--- src/rtl/param_seq_det.sv ---
`default_nettype none
// ============================================================================
// Module   : param_seq_det
// Brief    : Runtime-programmable serial bit-pattern detector with saturating
//            match counter and overlapping/non-overlapping modes.
// Revision : 1.0 - initial release
// ============================================================================
module param_seq_det #(
    parameter int                 MAX_LEN     = 8,
    parameter int                 LEN_W       = 4,
    parameter int                 CNT_W       = 8,
    parameter logic [MAX_LEN-1:0] DEF_PATTERN = 8'b0000_1001,
    parameter int                 DEF_LEN     = 4,
    parameter bit                 DEF_OVERLAP = 1'b1
) (
    input  logic               clk,
    input  logic               rst,
    input  logic               ip,
    input  logic               ip_vld,
    input  logic               cfg_load,
    input  logic [MAX_LEN-1:0] cfg_pattern,
    input  logic [LEN_W-1:0]   cfg_len,
    input  logic               cfg_overlap,
    input  logic               cnt_clr,
    output logic               seq_det,
    output logic [CNT_W-1:0]   match_cnt,
    output logic               cfg_err
);

    localparam logic [LEN_W-1:0] c_max_len = LEN_W'(MAX_LEN);
    localparam logic [LEN_W-1:0] c_min_len = LEN_W'(2);

    logic [MAX_LEN-1:0] pattern_q, pattern_d;
    logic [LEN_W-1:0]   len_q,     len_d;
    logic               overlap_q, overlap_d;
    logic [MAX_LEN-1:0] hist_q,    hist_d;
    logic [LEN_W-1:0]   hcnt_q,    hcnt_d;
    logic               seq_det_q, seq_det_d;
    logic [CNT_W-1:0]   cnt_q,     cnt_d;
    logic               cfg_err_q, cfg_err_d;

    logic               w_cfg_ok;
    logic [MAX_LEN-1:0] w_mask;
    logic [MAX_LEN-1:0] w_hist_n;
    logic [LEN_W-1:0]   w_hcnt_n;
    logic               w_match;

    always_comb begin
        w_cfg_ok = (cfg_len >= c_min_len) && (cfg_len <= c_max_len);

        // Only the low len bits of pattern and history take part in a compare.
        w_mask = '0;
        for (int i = 0; i < MAX_LEN; i++) begin
            w_mask[i] = (i < int'(len_q));
        end

        w_hist_n = {hist_q[MAX_LEN-2:0], ip};
        w_hcnt_n = (hcnt_q == c_max_len) ? hcnt_q : hcnt_q + 1'b1;
        w_match  = (w_hcnt_n >= len_q) && (((w_hist_n ^ pattern_q) & w_mask) == '0);

        pattern_d = pattern_q;
        len_d     = len_q;
        overlap_d = overlap_q;
        hist_d    = hist_q;
        hcnt_d    = hcnt_q;
        seq_det_d = 1'b0;
        cnt_d     = cnt_q;
        cfg_err_d = 1'b0;

        if (cfg_load && w_cfg_ok) begin
            // A legal load restarts the history; any bit offered alongside is dropped.
            pattern_d = cfg_pattern;
            len_d     = cfg_len;
            overlap_d = cfg_overlap;
            hist_d    = '0;
            hcnt_d    = '0;
        end else begin
            cfg_err_d = cfg_load;
            if (ip_vld) begin
                hist_d = w_hist_n;
                hcnt_d = w_hcnt_n;
                if (w_match) begin
                    seq_det_d = 1'b1;
                    if (cnt_q != '1) begin
                        cnt_d = cnt_q + 1'b1;
                    end
                    if (!overlap_q) begin
                        hcnt_d = '0;
                    end
                end
            end
        end

        if (cnt_clr) begin
            cnt_d = '0;
        end
    end

    always_ff @(posedge clk) begin
        if (rst) begin
            pattern_q <= DEF_PATTERN;
            len_q     <= LEN_W'(DEF_LEN);
            overlap_q <= DEF_OVERLAP;
            hist_q    <= '0;
            hcnt_q    <= '0;
            seq_det_q <= 1'b0;
            cnt_q     <= '0;
            cfg_err_q <= 1'b0;
        end else begin
            pattern_q <= pattern_d;
            len_q     <= len_d;
            overlap_q <= overlap_d;
            hist_q    <= hist_d;
            hcnt_q    <= hcnt_d;
            seq_det_q <= seq_det_d;
            cnt_q     <= cnt_d;
            cfg_err_q <= cfg_err_d;
        end
    end

    assign seq_det   = seq_det_q;
    assign match_cnt = cnt_q;
    assign cfg_err   = cfg_err_q;

endmodule
`default_nettype wire

--- config.mk ---
export PLATFORM = sky130hd
export DESIGN_NAME = param_seq_det
export DESIGN_NICKNAME = d
export VERILOG_FILES = /design/src/rtl/param_seq_det.sv
export SDC_FILE = /design/constraint.sdc
export NUM_CORES = 1
export LEC_CHECK = 0
export BUFFER_PORTS_ARGS = -buffer_cell sky130_fd_sc_hd__clkbuf_2
export CORE_UTILIZATION = 54
export CTS_CLUSTER_SIZE = 8
export DETAILED_ROUTE_END_ITERATION = 7
export GPL_TIMING_DRIVEN = 0
export PLACE_DENSITY_LB_ADDON = 0.1
export RECOVER_POWER = 25
export SLEW_MARGIN = 0
export SYNTH_ARGS = -nofsm -noshare
export SYNTH_HDL_FRONTEND = slang
export SYNTH_SLANG_ARGS = --single-unit
export TNS_END_PERCENT = 10
--- constraint.sdc ---
create_clock -name clk -period 3.34 [get_ports clk]
set_input_delay 0.167 -clock clk [delete_from_list [all_inputs] [get_ports clk]]
set_output_delay 0.167 -clock clk [all_outputs]
set_load 0.1 [all_outputs]
==> impl_results.md <==
- Clock transition time at the flip-flop clock pins of the worst setup and hold paths: 100 ps
- Maximum frequency from static timing analysis: roughly 360 MHz
- CP cell instances: inv_1 > ha_1 > nand2_1 > nor2_1 > xnor2_1 > ha_1 > nand2b_1 > a2111oi_0 > a2111oi_2 > nand4b_2 > buf_6 > xor2_1 > nor2_1
- Required time reported for the critical path endpoint: between 3000 and 4000 ps
- Cells resized by post-CTS repair: 0
- Stage delay of the slowest cell on the critical path: 610 ps
- Post-Route WL: about 3.4 mm
- Core Rows: 19
- Top cells by instance count after synthesis: sky130_fd_sc_hd__dfxtp_1, sky130_fd_sc_hd__nor2_1, sky130_fd_sc_hd__mux2i_1
- Most used DFF post-synth: sky130_fd_sc_hd__dfxtp_1
- Final worst-path cycle share: 83.3%
- Clock latency reported for the late side of the worst-skew pair: 340 ps
- Clock period minus worst slack: around 2800 ps
- TritonCTS buffer count: 5
- Flops & latches, synth: 34
- Die extent in y: 57.2 µm
- Leakage: 0.787 nW
- Status: complete, no violations
- Share of flip-flops with an asynchronous set or reset after synthesis: 0%
- Area of the core region: between 0.002 and 0.003 mm²
- Starting density of the core: between 50 and 60%
- Worst setup slack for register-to-register paths: 560 ps
- Fin util: 66.6%
- CTS hold repair buffers: 0
- Mean number of vias per cell: 5.80
- Setup repair after global routing missed its margin: false
- Arrival time reported for the critical path endpoint: 3000 ps
- Post-Route Skew: around 8 ps
- Min-Delay Startpoint: cfg_pattern[1]
- Type of origin of the critical path: register
- Crit Reg-Reg Endpoint: match_cnt[0]
- Area share of the largest cell type after synthesis: roughly two fifths
- Ant. Diodes: 0
- Largest net degree at the start of global routing: 11
- Depth of the worst hold-timing path: 3
- Post-synth EDFFs: 0
- Residual DRC count: 0
- Antenna Nets Post-Route: 0
- Io pins: 29
- CTS tree: done
- Cell area after synthesis: 0.00165 mm²
- Cell type of the slowest stage on the worst timing path: sky130_fd_sc_hd__a2111oi_0
- Final setup violation count: 0
- Gate Count Post-Synth: 183
- Post-CTS Setup Repair Bufs: 0
- CTS H-Tree Depth: 2
- Fin. Hold Viols: 0
- Via count of the first global-routing pass: 1397
- Mean area per synthesized cell: roughly 9 µm²
- Number of input and output port buffers inserted: 27
- Maxcap violations: 0
- Setup TNS: 0 ps
- Synth Warn #: 0
- Clock tree root driver cell: sky130_fd_sc_hd__clkbuf_4
- Number of clock sinks seen by CTS: 34
- Tot GR Track Use: 23.2%
- Initial DRC Count: 46
- Total vias in the final route: 1444
- Worst-case headroom to the max-slew limit: 23.1%
- Synth top area cells: sky130_fd_sc_hd__dfxtp_1, sky130_fd_sc_hd__mux2i_1, sky130_fd_sc_hd__nor2_1
- Gp weighted congestion: a little over 0.8
- Syn nets: 209
- Maximum buffer depth of the clock tree: 2
- Hold crit path type: input pin to register
- Global-route congestion overflow total: 0
- Antenna violations before repair: 0
- Number of detailed-routing iterations run before antenna repair: 4
- Library cells used by synthesis: 37
- Pins Over Slew Limit: 0
- Die outline area: 0.00327 mm²
- Die Wd: 57.2 µm
- Syn-to-layout area delta: 14.4%
- Maximum fanout encountered on the critical timing path: 10
- Reg2reg start: hcnt_q[0]
- Setup crit start: hcnt_q[0]
- PwrDens: about 430 mW/mm²
- Dominant cell type by area after synthesis: sky130_fd_sc_hd__dfxtp_1
- Length in cells of the worst reg-to-reg path: 13
- Critical Path Sink Type: register
- Largest voltage drop on the vdd net: 0.286 mV
- DR WL/cell: 13.8 µm
- Most frequent cell after synthesis: sky130_fd_sc_hd__dfxtp_1
- Nets@finish: about 240
- First-pass GRT wire length: about 5.9 mm
- Worst setup path class: register to register
- Fraction of layout instances using a drive strength above 1: 14.7%
- Slew at the pin closest to its max-slew limit: roughly 1200 ps
- Final HPWL from detailed placement: 2.61 mm
- Worst hold endpoint: pattern_q[1]
- Sequential share of the synthesized area: 41.4%
[worst max-delay path by stage]
stage	to	cells after the start
after floorplan	match_cnt[4]	13
after CTS	match_cnt[0]	13
after detailed placement	match_cnt[0]	13
after global routing	match_cnt[4]	13
final	match_cnt[0]	13
after global placement	match_cnt[0]	13
[flip-flops by register name, summed over array words and instances, names as in the netlist]
register   flops
pattern_q      8
overlap_q      1
match_cnt      8
hcnt_q         4
seq_det        1
hist_q         7
cfg_err        1
len_q          4
[layout by cell type (no fill, tap or decap), types with 2 or more instances in the layout]
cell                       instances
sky130_fd_sc_hd__dfxtp_1          34
sky130_fd_sc_hd__nor2_1           30
sky130_fd_sc_hd__clkbuf_2         18
sky130_fd_sc_hd__mux2i_1          14
sky130_fd_sc_hd__clkbuf_1         13
sky130_fd_sc_hd__inv_1            12
sky130_fd_sc_hd__nand3_1          10
sky130_fd_sc_hd__xnor2_1          10
sky130_fd_sc_hd__o21ai_0           9
sky130_fd_sc_hd__a21oi_1           8
sky130_fd_sc_hd__nand2_1           7
sky130_fd_sc_hd__ha_1              7
sky130_fd_sc_hd__or3_1             5
sky130_fd_sc_hd__clkbuf_4          5
sky130_fd_sc_hd__a32o_1            3
sky130_fd_sc_hd__a211o_1           3
sky130_fd_sc_hd__clkbuf_8          3
sky130_fd_sc_hd__nand2b_1          2
sky130_fd_sc_hd__o221ai_1          2
sky130_fd_sc_hd__or2_2             2
sky130_fd_sc_hd__nor3_1            2
sky130_fd_sc_hd__and3_1            2
[area by class of cell]
cell class	instances	area [µm²]
fillers	255	946
multi-input cells	131	886
flip-flops and latches	34	681
repair buffers	27	124
clock buffers	8	78.8
inverters	12	45.0
well taps	31	38.8
plain buffers	6	30.0
[metal layers]
metal	up-vias	GRT usage [%]	share of wire, %
met5	-	0	0
met4	0	10.1	2.1
met3	10	6.35	3.7
met2	31	40.3	49
met1	685	26.6	45
li1	718	-	-
[power by group]
part / internal [W] / switching [W] / leakage [nW]
clock: 0.000144 / 0.000136 / 0.0446
sequential: 0.000417 / 0.0000106 / 0.276
combinational: 0.0000419 / 0.0000560 / 0.466
total: 0.000603 / 0.000203 / 0.787
[stage by stage]
stage | hold WS (ps) | setup WS (ps) | std cells | cell area [µm²] | total power [W]
floorplan | 261 | 930 | 183 | 1650 | 0.000505
global placement | 399 | 676 | 241 | 1820 | 0.000530
detailed placement | 420 | 641 | 241 | 1820 | 0.000535
CTS | 65.1 | 608 | 249 | 1900 | 0.000810
global route | 71.3 | 390 | 249 | 1880 | 0.000838
finish | 67.5 | 558 | 249 | 1880 | 0.000806
[worst max-delay path: cells and delay by family (launching register included)]
family | cells | cell delay, ps
buffers and inverters | 2 | 260
AO/OA/AOI/OAI | 2 | 700
adder cells (fa/ha/maj) | 2 | 460
XOR/XNOR | 2 | 340
flip-flops | 1 | 400
AND/OR/NAND/NOR | 5 | 510
[kinds of logic (layout without fill, tap and decap cells)]
group | count (synthesis) | after routing | synth area share [%]
AO/OA/AOI/OAI | 34 | 34 | 14.8
adder cells (fa/ha/maj) | 7 | 7 | 5.32
XOR/XNOR | 11 | 11 | 5.86
multiplexers | 14 | 14 | 8.52
AND/OR/NAND/NOR | 65 | 65 | 19.6
buffers and inverters | 18 | 53 | 4.56
flip-flops | 34 | 34 | 41.4
No activity file was read; power rests on OpenSTA's default activity.
